$ cat src/rtl/div_unit_pkg.sv
// div_unit_pkg: shared state encoding and sizing constants for the EX-stage divider
package div_unit_pkg;

    typedef enum logic [1:0] {
        DIV_IDLE,
        DIV_ZERO,
        DIV_BUSY,
        DIV_DONE
    } div_state_t;

    localparam int DIV_ITER     = 32;
    localparam int DIV_RESULT_W = 2 * DIV_ITER;

endpackage

$ cat src/rtl/div_unit_step.sv
// div_step: one restoring-division iteration (shift, trial subtract, quotient bit)
module div_step #(
    parameter int DATA_W = 32
) (
    input  logic [2*DATA_W:0]  rq_i,
    input  logic [DATA_W-1:0]  dvs_i,
    output logic [2*DATA_W:0]  rq_o
);

    logic [2*DATA_W:0] sh;
    logic [DATA_W+1:0] diff;

    // an extra sign bit on the difference tells whether the partial remainder covers the divisor
    always_comb begin
        sh   = rq_i << 1;
        diff = {1'b0, sh[2*DATA_W:DATA_W]} - {2'b0, dvs_i};
        rq_o = diff[DATA_W+1] ? sh
                              : {diff[DATA_W:0], sh[DATA_W-1:0] | {{(DATA_W-1){1'b0}}, 1'b1}};
    end

endmodule

$ cat src/rtl/div_unit.sv
// div_unit: multi-cycle radix-2 restoring divider that stalls EX during DIV/DIVU
module div_unit
    import div_unit_pkg::*;
#(
    parameter int DATA_W = DIV_ITER,
    parameter int ITER_W = 6
) (
    input  logic                  i_clk,
    input  logic                  i_rst_n,
    input  logic                  i_start,
    input  logic                  i_signed,
    input  logic [DATA_W-1:0]     i_dividend,
    input  logic [DATA_W-1:0]     i_divisor,
    input  logic                  i_annul,
    output logic                  o_stall_req,
    output logic                  o_ready,
    output logic [2*DATA_W-1:0]   o_result
);

    localparam logic [ITER_W-1:0] LAST = ITER_W'(DATA_W - 1);

    div_state_t          state_q;
    logic [ITER_W-1:0]   cnt_q;
    logic [2*DATA_W:0]   rq_q;
    logic [2*DATA_W:0]   rq_d;
    logic [DATA_W-1:0]   dvs_q;
    logic                negq_q;
    logic                negr_q;
    logic [2*DATA_W-1:0] result_q;
    logic [2*DATA_W-1:0] result_d;
    logic                a_neg;
    logic                b_neg;
    logic [DATA_W-1:0]   a_mag;
    logic [DATA_W-1:0]   b_mag;
    logic [DATA_W-1:0]   q_mag;
    logic [DATA_W-1:0]   r_mag;

    div_step #(.DATA_W(DATA_W)) u_step (
        .rq_i  (rq_q),
        .dvs_i (dvs_q),
        .rq_o  (rq_d)
    );

    // operand magnitudes for latching, and sign-corrected result of the final iteration
    always_comb begin
        a_neg    = i_signed & i_dividend[DATA_W-1];
        b_neg    = i_signed & i_divisor[DATA_W-1];
        a_mag    = a_neg ? -i_dividend : i_dividend;
        b_mag    = b_neg ? -i_divisor : i_divisor;
        q_mag    = rq_d[DATA_W-1:0];
        r_mag    = rq_d[2*DATA_W-1:DATA_W];
        result_d = {negr_q ? -r_mag : r_mag, negq_q ? -q_mag : q_mag};
    end

    // stall and ready are combinational so that an annul kills them in the same cycle
    always_comb begin
        o_stall_req = i_rst_n && !i_annul &&
                      ((state_q == DIV_IDLE && i_start) || state_q == DIV_ZERO || state_q == DIV_BUSY);
        o_ready     = !i_annul && state_q == DIV_DONE;
        o_result    = result_q;
    end

    // control FSM and iteration datapath; the result register only changes on entry to DONE
    always_ff @(posedge i_clk or negedge i_rst_n) begin
        if (!i_rst_n) begin
            state_q  <= DIV_IDLE;
            cnt_q    <= '0;
            rq_q     <= '0;
            dvs_q    <= '0;
            negq_q   <= 1'b0;
            negr_q   <= 1'b0;
            result_q <= '0;
        end else if (i_annul) begin
            state_q <= DIV_IDLE;
        end else begin
            case (state_q)
                DIV_IDLE: begin
                    if (i_start && i_divisor == '0) begin
                        state_q <= DIV_ZERO;
                    end else if (i_start) begin
                        state_q <= DIV_BUSY;
                        cnt_q   <= '0;
                        rq_q    <= {{(DATA_W+1){1'b0}}, a_mag};
                        dvs_q   <= b_mag;
                        negq_q  <= a_neg ^ b_neg;
                        negr_q  <= a_neg;
                    end
                end
                DIV_ZERO: begin
                    state_q  <= DIV_DONE;
                    result_q <= '0;
                end
                DIV_BUSY: begin
                    rq_q  <= rq_d;
                    cnt_q <= cnt_q + 1'b1;
                    if (cnt_q == LAST) begin
                        state_q  <= DIV_DONE;
                        result_q <= result_d;
                    end
                end
                DIV_DONE: state_q <= DIV_IDLE;
                default:  state_q <= DIV_IDLE;
            endcase
        end
    end

endmodule

$ cat config.mk
export PLATFORM = sky130hd
export DESIGN_NAME = div_unit
export DESIGN_NICKNAME = d
export VERILOG_FILES = /design/src/rtl/div_unit_pkg.sv /design/src/rtl/div_unit_step.sv /design/src/rtl/div_unit.sv
export SDC_FILE = /design/constraint.sdc
export NUM_CORES = 1
export LEC_CHECK = 0
export BUFFER_PORTS_ARGS = -buffer_cell sky130_fd_sc_hd__clkbuf_2
export CAP_MARGIN = 25
export CORE_ASPECT_RATIO = 1.1
export CORE_UTILIZATION = 60
export DETAILED_ROUTE_END_ITERATION = 8
export MAX_ROUTING_LAYER = met4
export PLACE_DENSITY_LB_ADDON = 0.25
export SLEW_MARGIN = 20
export SYNTH_ARGS = -nofsm -noshare
export SYNTH_HDL_FRONTEND = slang
export SYNTH_SLANG_ARGS = --single-unit
$ cat constraint.sdc
create_clock -name i_clk -period 5.85 [get_ports i_clk]
set_input_delay 0.585 -clock i_clk [delete_from_list [all_inputs] [get_ports i_clk]]
set_output_delay 0.585 -clock i_clk [all_outputs]
set_load 0.05 [all_outputs]
==> results of run 1 <==
## state kept, by name, summed over array words and instances, names as in the netlist
name and count:
negr_q 1, o_result 64, dvs_q 32, state_q 2, cnt_q 6, negq_q 1, rq_q 64
## cells by family (layout without fill, tap and decap cells)
family          count (synthesis)  count (layout)  share of synthesized area, %
compound gates                470             470                          23.6
xor+xnor                      136             136                          9.90
fa+ha+maj                      42              42                          4.43
buf+inv                       142             239                          4.74
flops                         170             170                          35.3
mux                            28              28                          2.34
simple gates                  516             516                          19.6
## metrics by stage
step                power [mW]  area, µm²  hold slack, ns  util [%]
floorplan                 3.40      12000           0.289         -
global placement          3.98      12800           0.464      66.1
detailed placement        4.03      12800           0.470      66.1
CTS                       5.20      13400           0.115      69.2
global route              5.59      13400           0.122      69.3
finish                    5.22      13400          0.0776      69.3
## worst max-delay path, cell delays in order (launching register included)
cell and delay (ns):
sky130_fd_sc_hd__dfrtp_1 0.48, sky130_fd_sc_hd__ha_1 0.45, sky130_fd_sc_hd__a21oi_1 0.28, sky130_fd_sc_hd__o21ai_1 0.17, sky130_fd_sc_hd__a22oi_1 0.30, sky130_fd_sc_hd__a31oi_2 0.20, sky130_fd_sc_hd__or3_2 0.63, sky130_fd_sc_hd__o21ai_1 0.29
sky130_fd_sc_hd__ha_1 0.28, sky130_fd_sc_hd__nand3_1 0.11, sky130_fd_sc_hd__or3_1 0.35, sky130_fd_sc_hd__nor4_1 0.19, sky130_fd_sc_hd__a31oi_1 0.12, sky130_fd_sc_hd__or3_1 0.46, sky130_fd_sc_hd__or3_1 0.42, sky130_fd_sc_hd__o21ai_0 0.21
sky130_fd_sc_hd__xor2_1 0.18, sky130_fd_sc_hd__o21ai_0 0.09
## cell type report
class / instances / area, µm²
Multi-Input combinational cell: 1192 / 7220
Fill cell: 1632 / 5940
Sequential cell: 170 / 4250
Timing Repair Buffer: 150 / 817
Clock buffer: 17 / 425
Tap cell: 247 / 309
Inverter: 57 / 216
Clock inverter: 15 / 174
## placed cells by master (no fill, tap or decap), types with 24 or more instances in the layout
cell type	count
sky130_fd_sc_hd__mux2i_1	27
sky130_fd_sc_hd__or3_1	24
sky130_fd_sc_hd__o31ai_1	58
sky130_fd_sc_hd__inv_1	55
sky130_fd_sc_hd__xor2_1	67
sky130_fd_sc_hd__o21ai_0	160
sky130_fd_sc_hd__nand2_1	234
sky130_fd_sc_hd__clkbuf_2	133
sky130_fd_sc_hd__a21oi_1	132
sky130_fd_sc_hd__dfrtp_1	170
sky130_fd_sc_hd__ha_1	40
sky130_fd_sc_hd__nor2_1	113
sky130_fd_sc_hd__xnor2_1	69
## metal layers
metal | vias to the layer above | track usage, % | wire (µm) | share of wire [%]
met5 | - | - | 0 | 0
met3 | 102 | 5.12 | 1630 | 4.8
met4 | 0 | 17.7 | 1630 | 4.7
met1 | 5408 | 44.7 | 14400 | 42
li1 | 5512 | - | - | -
met2 | 374 | 57.4 | 16700 | 49
## final timing paths
| check | start | end | slack (ns) | cells after the start |
|---|---|---|---|---|
| max | rq_q[39]$_DFFE_PN0P_ | o_result[58]$_DFFE_PN0P_ | 0.48 | 17 |
| min | i_rst_n | dvs_q[3]$_DFFE_PN0P_ | 0.08 | 1 |
| max reg2reg | rq_q[39]$_DFFE_PN0P_ | o_result[58]$_DFFE_PN0P_ | 0.48 | 17 |
| min reg2reg | o_result[47]$_DFFE_PN0P_ | o_result[47]$_DFFE_PN0P_ | 0.48 | 2 |
| max in group asynchronous | i_rst_n | o_result[13]$_DFFE_PN0P_ | 4.55 | 2 |
| min in group i_clk | i_annul | state_q[1]$_DFFE_PN0P_ | 0.41 | 2 |
## timing repair
| item | in CTS | in global routing |
|---|---|---|
| gates resized for setup | 0 | 2 |
| setup buffers | 0 | 0 |
| endpoints found under the setup margin | 0 | 1 |
## report_power, final
group | switching [mW] | total [mW] | internal [mW]
Combinational | 1.57 | 2.43 | 0.862
Sequential | 0.238 | 1.64 | 1.40
Clock | 0.575 | 1.15 | 0.578
Total | 2.38 | 5.22 | 2.84
==> summary.md, run 1 <==
The number of storage elements in the synthesis netlist came out at 170. The total count of max-transition violations in the final report was 0; the area growth from synthesis to layout was 11.5%. The maximum number of pins on one net before global-route repair came out at 79.

Areal power density over the cells: 389 nW/µm². The die height is 151 µm. The first global-routing pass estimated 55.6 mm of wire.

The async set-or-reset flop fraction in the synthesized netlist is 100%. The worst setup path is launched from a register. For this configuration, the core starts out at a cell density of 62.2%. The run gives 0 as the hold-fix buffer count after cts.

Sequential cells were found to cover 35.3% of the synthesized design area. The average instance area after synthesis was 8.00 µm². Clock-pin slew was measured on the worst setup and hold paths at 0.08 ns. The H-tree generated during clock tree synthesis spans 4 levels. The worst setup path is captured at a register.

After detailed routing, the total wire length is 34.3 mm. The post-placement cell count came out at 1815. Port buffering added 134 buffers. Of all cell types, the one taking the most synthesized area is sky130_fd_sc_hd__dfrtp_1.

The net count of the finished layout is 1699. For this run, the top clock speed supported by timing is 186 MHz. The worst setup path is of the register to register kind. The count of yosys warnings during synthesis came out at 0. The number of detailed-route iterations in the first pass is 5, and the worst endpoint data arrival time is 5.68 ns. Across the run, the number of max-cap violations was 0. The logs give 0 for the final count of hold timing violations and 269 µV for the worst voltage drop across the vdd grid. For the worst-skew pair, the clock arrives at the later sink with an insertion delay of 0.45 ns. Once detail routing completed, the nets flagged for antenna violations numbered 0. Routability-driven placement finished with a final weighted congestion of 0.975. The clock net in this run drives a total of 170 sinks. The violation count after the first detailed-route iteration is 774, and the actual slew at the worst max-slew pin is 0.957 ns.

For the count of pins on the block boundary, the log shows 135. In the final layout, the share of cells above drive strength 1 is 12.5%. The combined global-route utilization of all metal layers is 36.0%, and the via density per instance is 6.17. The most used flip-flop cell after synthesis is sky130_fd_sc_hd__dfrtp_1.

TritonCTS built the clock tree. The die is 137 µm wide. In the post-synthesis netlist, the biggest area contributors are sky130_fd_sc_hd__dfrtp_1 (35%), sky130_fd_sc_hd__nand2_1 (7.3%), sky130_fd_sc_hd__o21ai_0 (6.7%). The placement row count is 53.

The synthesized netlist contains 72 unique library cells. The tools report the number of buffers created by CTS as 17. After synthesis the cells add up to 12000 µm². The run gives 6.16 ns as the required time at the worst-slack endpoint.

The flow ran to the end, and the final reports show no timing, DRC or antenna violations. The number of nets handed over by synthesis was 1615. The total overflow left after global routing is 0. For this block, the via count after detailed routing is 11400. After detailed routing, the average wire length per cell comes to 18.5 µm. In this run the tightest slew margin relative to its limit is 36.1%. The tools report the remaining design rule violation count as 0. The post-layout minimum cycle time was 5.37 ns.

By count the netlist is led by sky130_fd_sc_hd__nand2_1 (234), sky130_fd_sc_hd__dfrtp_1 (170), sky130_fd_sc_hd__o21ai_0 (162). Once layout is complete, the cells apart from fillers number 1848. The initial antenna violation count is 0, and the buffer depth of the longest clock path is 2.

Summed over all failing endpoints, the final setup total negative slack is 0 ns. The run gives 20600 µm² as the die area. For the placeable core area, the log shows 19400 µm². Setup repair after global routing left no endpoint under its margin.

Yosys mapped a number of flops with a built-in enable equal to 0. Along the worst path, the maximum fanout reaches 14. Detailed placement finished with a half-perimeter wire length of 25.9 mm. The tools report the number of global-route vias before repair as 10800. The tree is rooted in a sky130_fd_sc_hd__clkbuf_16. The worst hold-check path type was primary input to async pin.

For this design the static power due to leakage is 6.00 nW. Setup violations remaining at the end of the flow were counted as 0. The share of synthesized area in the top cell type comes to 35.3%. 0 antenna diodes ended up in the layout. The final worst-path cycle share came out at 91.7%. The synthesized instance count came out at 1504.

Cell with the most instances after synthesis: sky130_fd_sc_hd__nand2_1. The worst-case setup slack after placement came out at 0.518 ns. The run gives 0.0128 ns as the worst clock skew.

Setup slack closes at 0.483 ns.
Power figures use the tool's default switching activity.
==> inputs of run 2 (changes only) <==
CORE_UTILIZATION = 40   (was 60)
PLACE_DENSITY_LB_ADDON = unset   (was 0.25)
==> summary.md, run 2 (synthesis gave the netlist of run 1 again) <==
The instance area after placement was 13000 µm² (was 12800 µm²); the delay of the slowest critical-path stage was 0.51 ns (was 0.63 ns). The worst endpoint data arrival time came out at 5.72 ns (was 5.68 ns). The actual slew at the worst max-slew pin was 1.06 ns (was 0.957 ns); the leakage power total was 6.04 nW (was 6.00 nW). The vias after detailed routing was 11200 (was 11400); the worst voltage drop across the vdd grid was 354 µV (was 269 µV).

The highest clock rate was 185 MHz (was 186 MHz). The worst flop-to-flop path endpoint is o_result[62]$_DFFE_PN0P_ (was o_result[58]$_DFFE_PN0P_). Initial antenna violation count: 0 (unchanged).

The maximum number of pins on one net before global-route repair is 108 (was 79), and the number of detailed-route iterations in the first pass is 7 (was 5). The logs give 27.6 mm (was 25.9 mm) for the half-perimeter wire length after detailed placement and 0 (unchanged) for the overall overflow remaining after global route. The run gives 29.5% (was 36.1%) as the worst relative slew slack. The first-pass GRT wire length is 57.5 mm (was 55.6 mm). The run gives 36.2 mm (was 34.3 mm) as the routed wire length.

The chip width is 167 µm (was 137 µm). Most used cells in the layout excluding fill and tap cells: sky130_fd_sc_hd__nand2_1 (234), sky130_fd_sc_hd__dfrtp_1 (170), sky130_fd_sc_hd__o21ai_0 (161), sky130_fd_sc_hd__clkbuf_2 (133), sky130_fd_sc_hd__a21oi_1 (132) (was sky130_fd_sc_hd__nand2_1 (234), sky130_fd_sc_hd__dfrtp_1 (170), sky130_fd_sc_hd__o21ai_0 (160), sky130_fd_sc_hd__clkbuf_2 (133), sky130_fd_sc_hd__a21oi_1 (132)). The tools report the reg-to-reg critical path startpoint as rq_q[39]$_DFFE_PN0P_ (unchanged).

The fraction of final layout cells sized beyond drive strength 1 works out to 12.7% (was 12.5%). The slowest cell on the critical path is sky130_fd_sc_hd__or3_2 (unchanged). The start point of the critical path is rq_q[39]$_DFFE_PN0P_ (unchanged).

The placement row count is 66 (was 53). The count of input and output buffers works out to 134 (unchanged). The endpoint kind of the worst setup timing path is a register (unchanged). The most prevalent standard cell on the critical path is sky130_fd_sc_hd__o21ai_1 (was sky130_fd_sc_hd__or3_1). The remaining design rule violation count was 0 (unchanged); the final worst-path cycle share was 92.3% (was 91.7%). Worst hold-check path type: primary input to async pin (unchanged). The final count of hold timing violations is 0 (unchanged), and the die height is 184 µm (was 151 µm).

Type of the setup path with the least slack: register to register (unchanged). The depth of the most critical reg-to-reg path was 18 (was 17); the count of pins on the block boundary was 135 (unchanged). Cell Chain, Critical Path: ha_1, a21oi_1, o21ai_1, a22oi_2, a31oi_2, or3_2, buf_4, o21ai_1, ha_1, nand3_1, or3_1, nor4_1, a31oi_1, or3_1, or2_1, o41ai_2, xnor2_1, o21ai_1 (was ha_1, a21oi_1, o21ai_1, a22oi_1, a31oi_2, or3_2, o21ai_1, ha_1, nand3_1, or3_1, nor4_1, a31oi_1, or3_1, or3_1, o21ai_0, xor2_1, o21ai_0). The slack of the worst reg-to-reg path is 0.45 ns (was 0.48 ns), and the buffers inserted during post-CTS setup optimization is 0 (unchanged). The buffer depth of the longest clock path is 2 (unchanged). The run gives 0 (unchanged) as the max-capacitance violation count. The post-route standard cell area excluding fillers is 13600 µm² (was 13400 µm²).

The setup violation total in the final timing report came out at 0 (unchanged). The violation count after the first detailed-route iteration is 787 (was 774). The flow ran to the end, and the final reports show no timing, DRC or antenna violations. The post-layout minimum cycle time is 5.40 ns (was 5.37 ns), and the summed negative setup slack over all endpoints is 0 ns (unchanged). The maximum fanout along the worst path came out at 10 (was 14). For the H-tree depth, the log shows 4 (unchanged).

The clock edge transition at the registers on the reported setup and hold paths is 0.08 ns (about the same). The die area was 30800 µm² (was 20600 µm²); the number of global-route vias before repair was 10600 (was 10800). TritonCTS built the clock tree. The placeable core area is 29600 µm² (was 19400 µm²), and the worst clock skew is 0.0215 ns (was 0.0128 ns). The effective utilization at floorplan was 40.7% (was 62.2%). The run gives 6.17 ns (was 6.16 ns) as the required time at the worst-slack endpoint. The tools report the total count of max-transition violations in the final report as 0 (unchanged). The end of the critical path is o_result[62]$_DFFE_PN0P_ (was o_result[58]$_DFFE_PN0P_).

The tools report the nature of the critical path startpoint as a register (unchanged). The logs give 0 (unchanged) for the number of nets still failing antenna checks after routing and 1702 (was 1699) for the number of nets in the layout. The number of buffers created by CTS was 17 (unchanged). The commonest non-fill, non-tap cell in the layout was sky130_fd_sc_hd__nand2_1 (unchanged). The areal power density over the cells was 387 nW/µm² (was 389 nW/µm²); the clock net sink count was 170 (unchanged).

For the clock insertion delay at the later pin of the skew report, the log shows 0.46 ns (was 0.45 ns). The per-cell routed wire length is 18.3 µm (was 18.5 µm). Setup repair after global routing left no endpoint under its margin. The run gives 24.5% (was 36.0%) as the combined global-route utilization of all metal layers. The area growth from synthesis to layout came out at 13.3% (was 11.5%). The via density per instance was 5.66 (was 6.17); the count of antenna diodes in the layout was 0 (unchanged).

The tools report the final RePlAce weighted congestion as 0.932 (was 0.975). The cell at the root of the clock tree was sky130_fd_sc_hd__clkbuf_16 (unchanged).
-- run 2: worst min-delay path by stage --
stage / cells past startpoint / from / slack [ns] / endpoint
after global placement: 2 / o_result[37]$_DFFE_PN0P_ / 0.46 / o_result[37]$_DFFE_PN0P_
final: 1 / i_rst_n / 0.13 / dvs_q[17]$_DFFE_PN0P_
after CTS: 1 / i_rst_n / 0.15 / dvs_q[22]$_DFFE_PN0P_
after floorplan: 0 / i_rst_n / 0.29 / cnt_q[0]$_DFFE_PN0P_
after global routing: 1 / i_rst_n / 0.17 / dvs_q[17]$_DFFE_PN0P_
after detailed placement: 2 / dvs_q[25]$_DFFE_PN0P_ / 0.47 / dvs_q[25]$_DFFE_PN0P_
-- run 2: cell type report --
cell class | count | area [µm²]
Sequential cell | 170 | 4250
Fill cell | 2999 | 15900
Inverter | 57 | 216
Clock inverter | 15 | 203
Timing Repair Buffer | 153 | 845
Multi-Input combinational cell | 1192 | 7230
Tap cell | 374 | 468
Clock buffer | 17 | 425
-- run 2: per-layer routing --
metal  track usage (%)  vias to the layer above  part of all wire (%)
li1                  -                     5517                     -
met1              30.0                     5323                    44
met2              40.0                      276                    48
met3              3.42                       70                   3.8
met4              11.3                        0                   4.1
met5                 -                        -                     0
-- run 2: worst max-delay path: cells and delay by family (launching register included) --
| family | cells | cell delay [ns] |
|---|---|---|
| and+or+nand+nor | 6 | 1.96 |
| AOI/OAI and AO/OA | 8 | 1.73 |
| adders and majority gates | 2 | 0.72 |
| DFF | 1 | 0.48 |
| buffers and inverters | 1 | 0.21 |
| xor gates and xnor gates | 1 | 0.16 |
-- run 2: power by group --
part	switching, mW	internal (mW)
Combinational	1.51	0.862
Clock	0.572	0.657
Sequential	0.284	1.40
Total	2.36	2.92
-- run 2: stage by stage --
stage	setup WS [ns]	hold slack [ns]	power [mW]	util, %	cells
2_1_floorplan	0.742	0.289	3.40	-	1504
3_3_place_gp	0.555	0.463	4.03	44.0	1946
3_5_place_dp	0.382	0.472	4.05	44.0	1946
4_1_cts	0.308	0.150	5.30	46.1	1978
5_1_grt	0.114	0.174	5.68	46.1	1978
6_report	0.452	0.128	5.29	46.1	1978
-- run 2: timing repair --
| item | in CTS | in global routing |
|---|---|---|
| setup endpoints to repair | 0 | 4 |
| resized for setup | 0 | 2 |
| hold buffers | 0 | 0 |
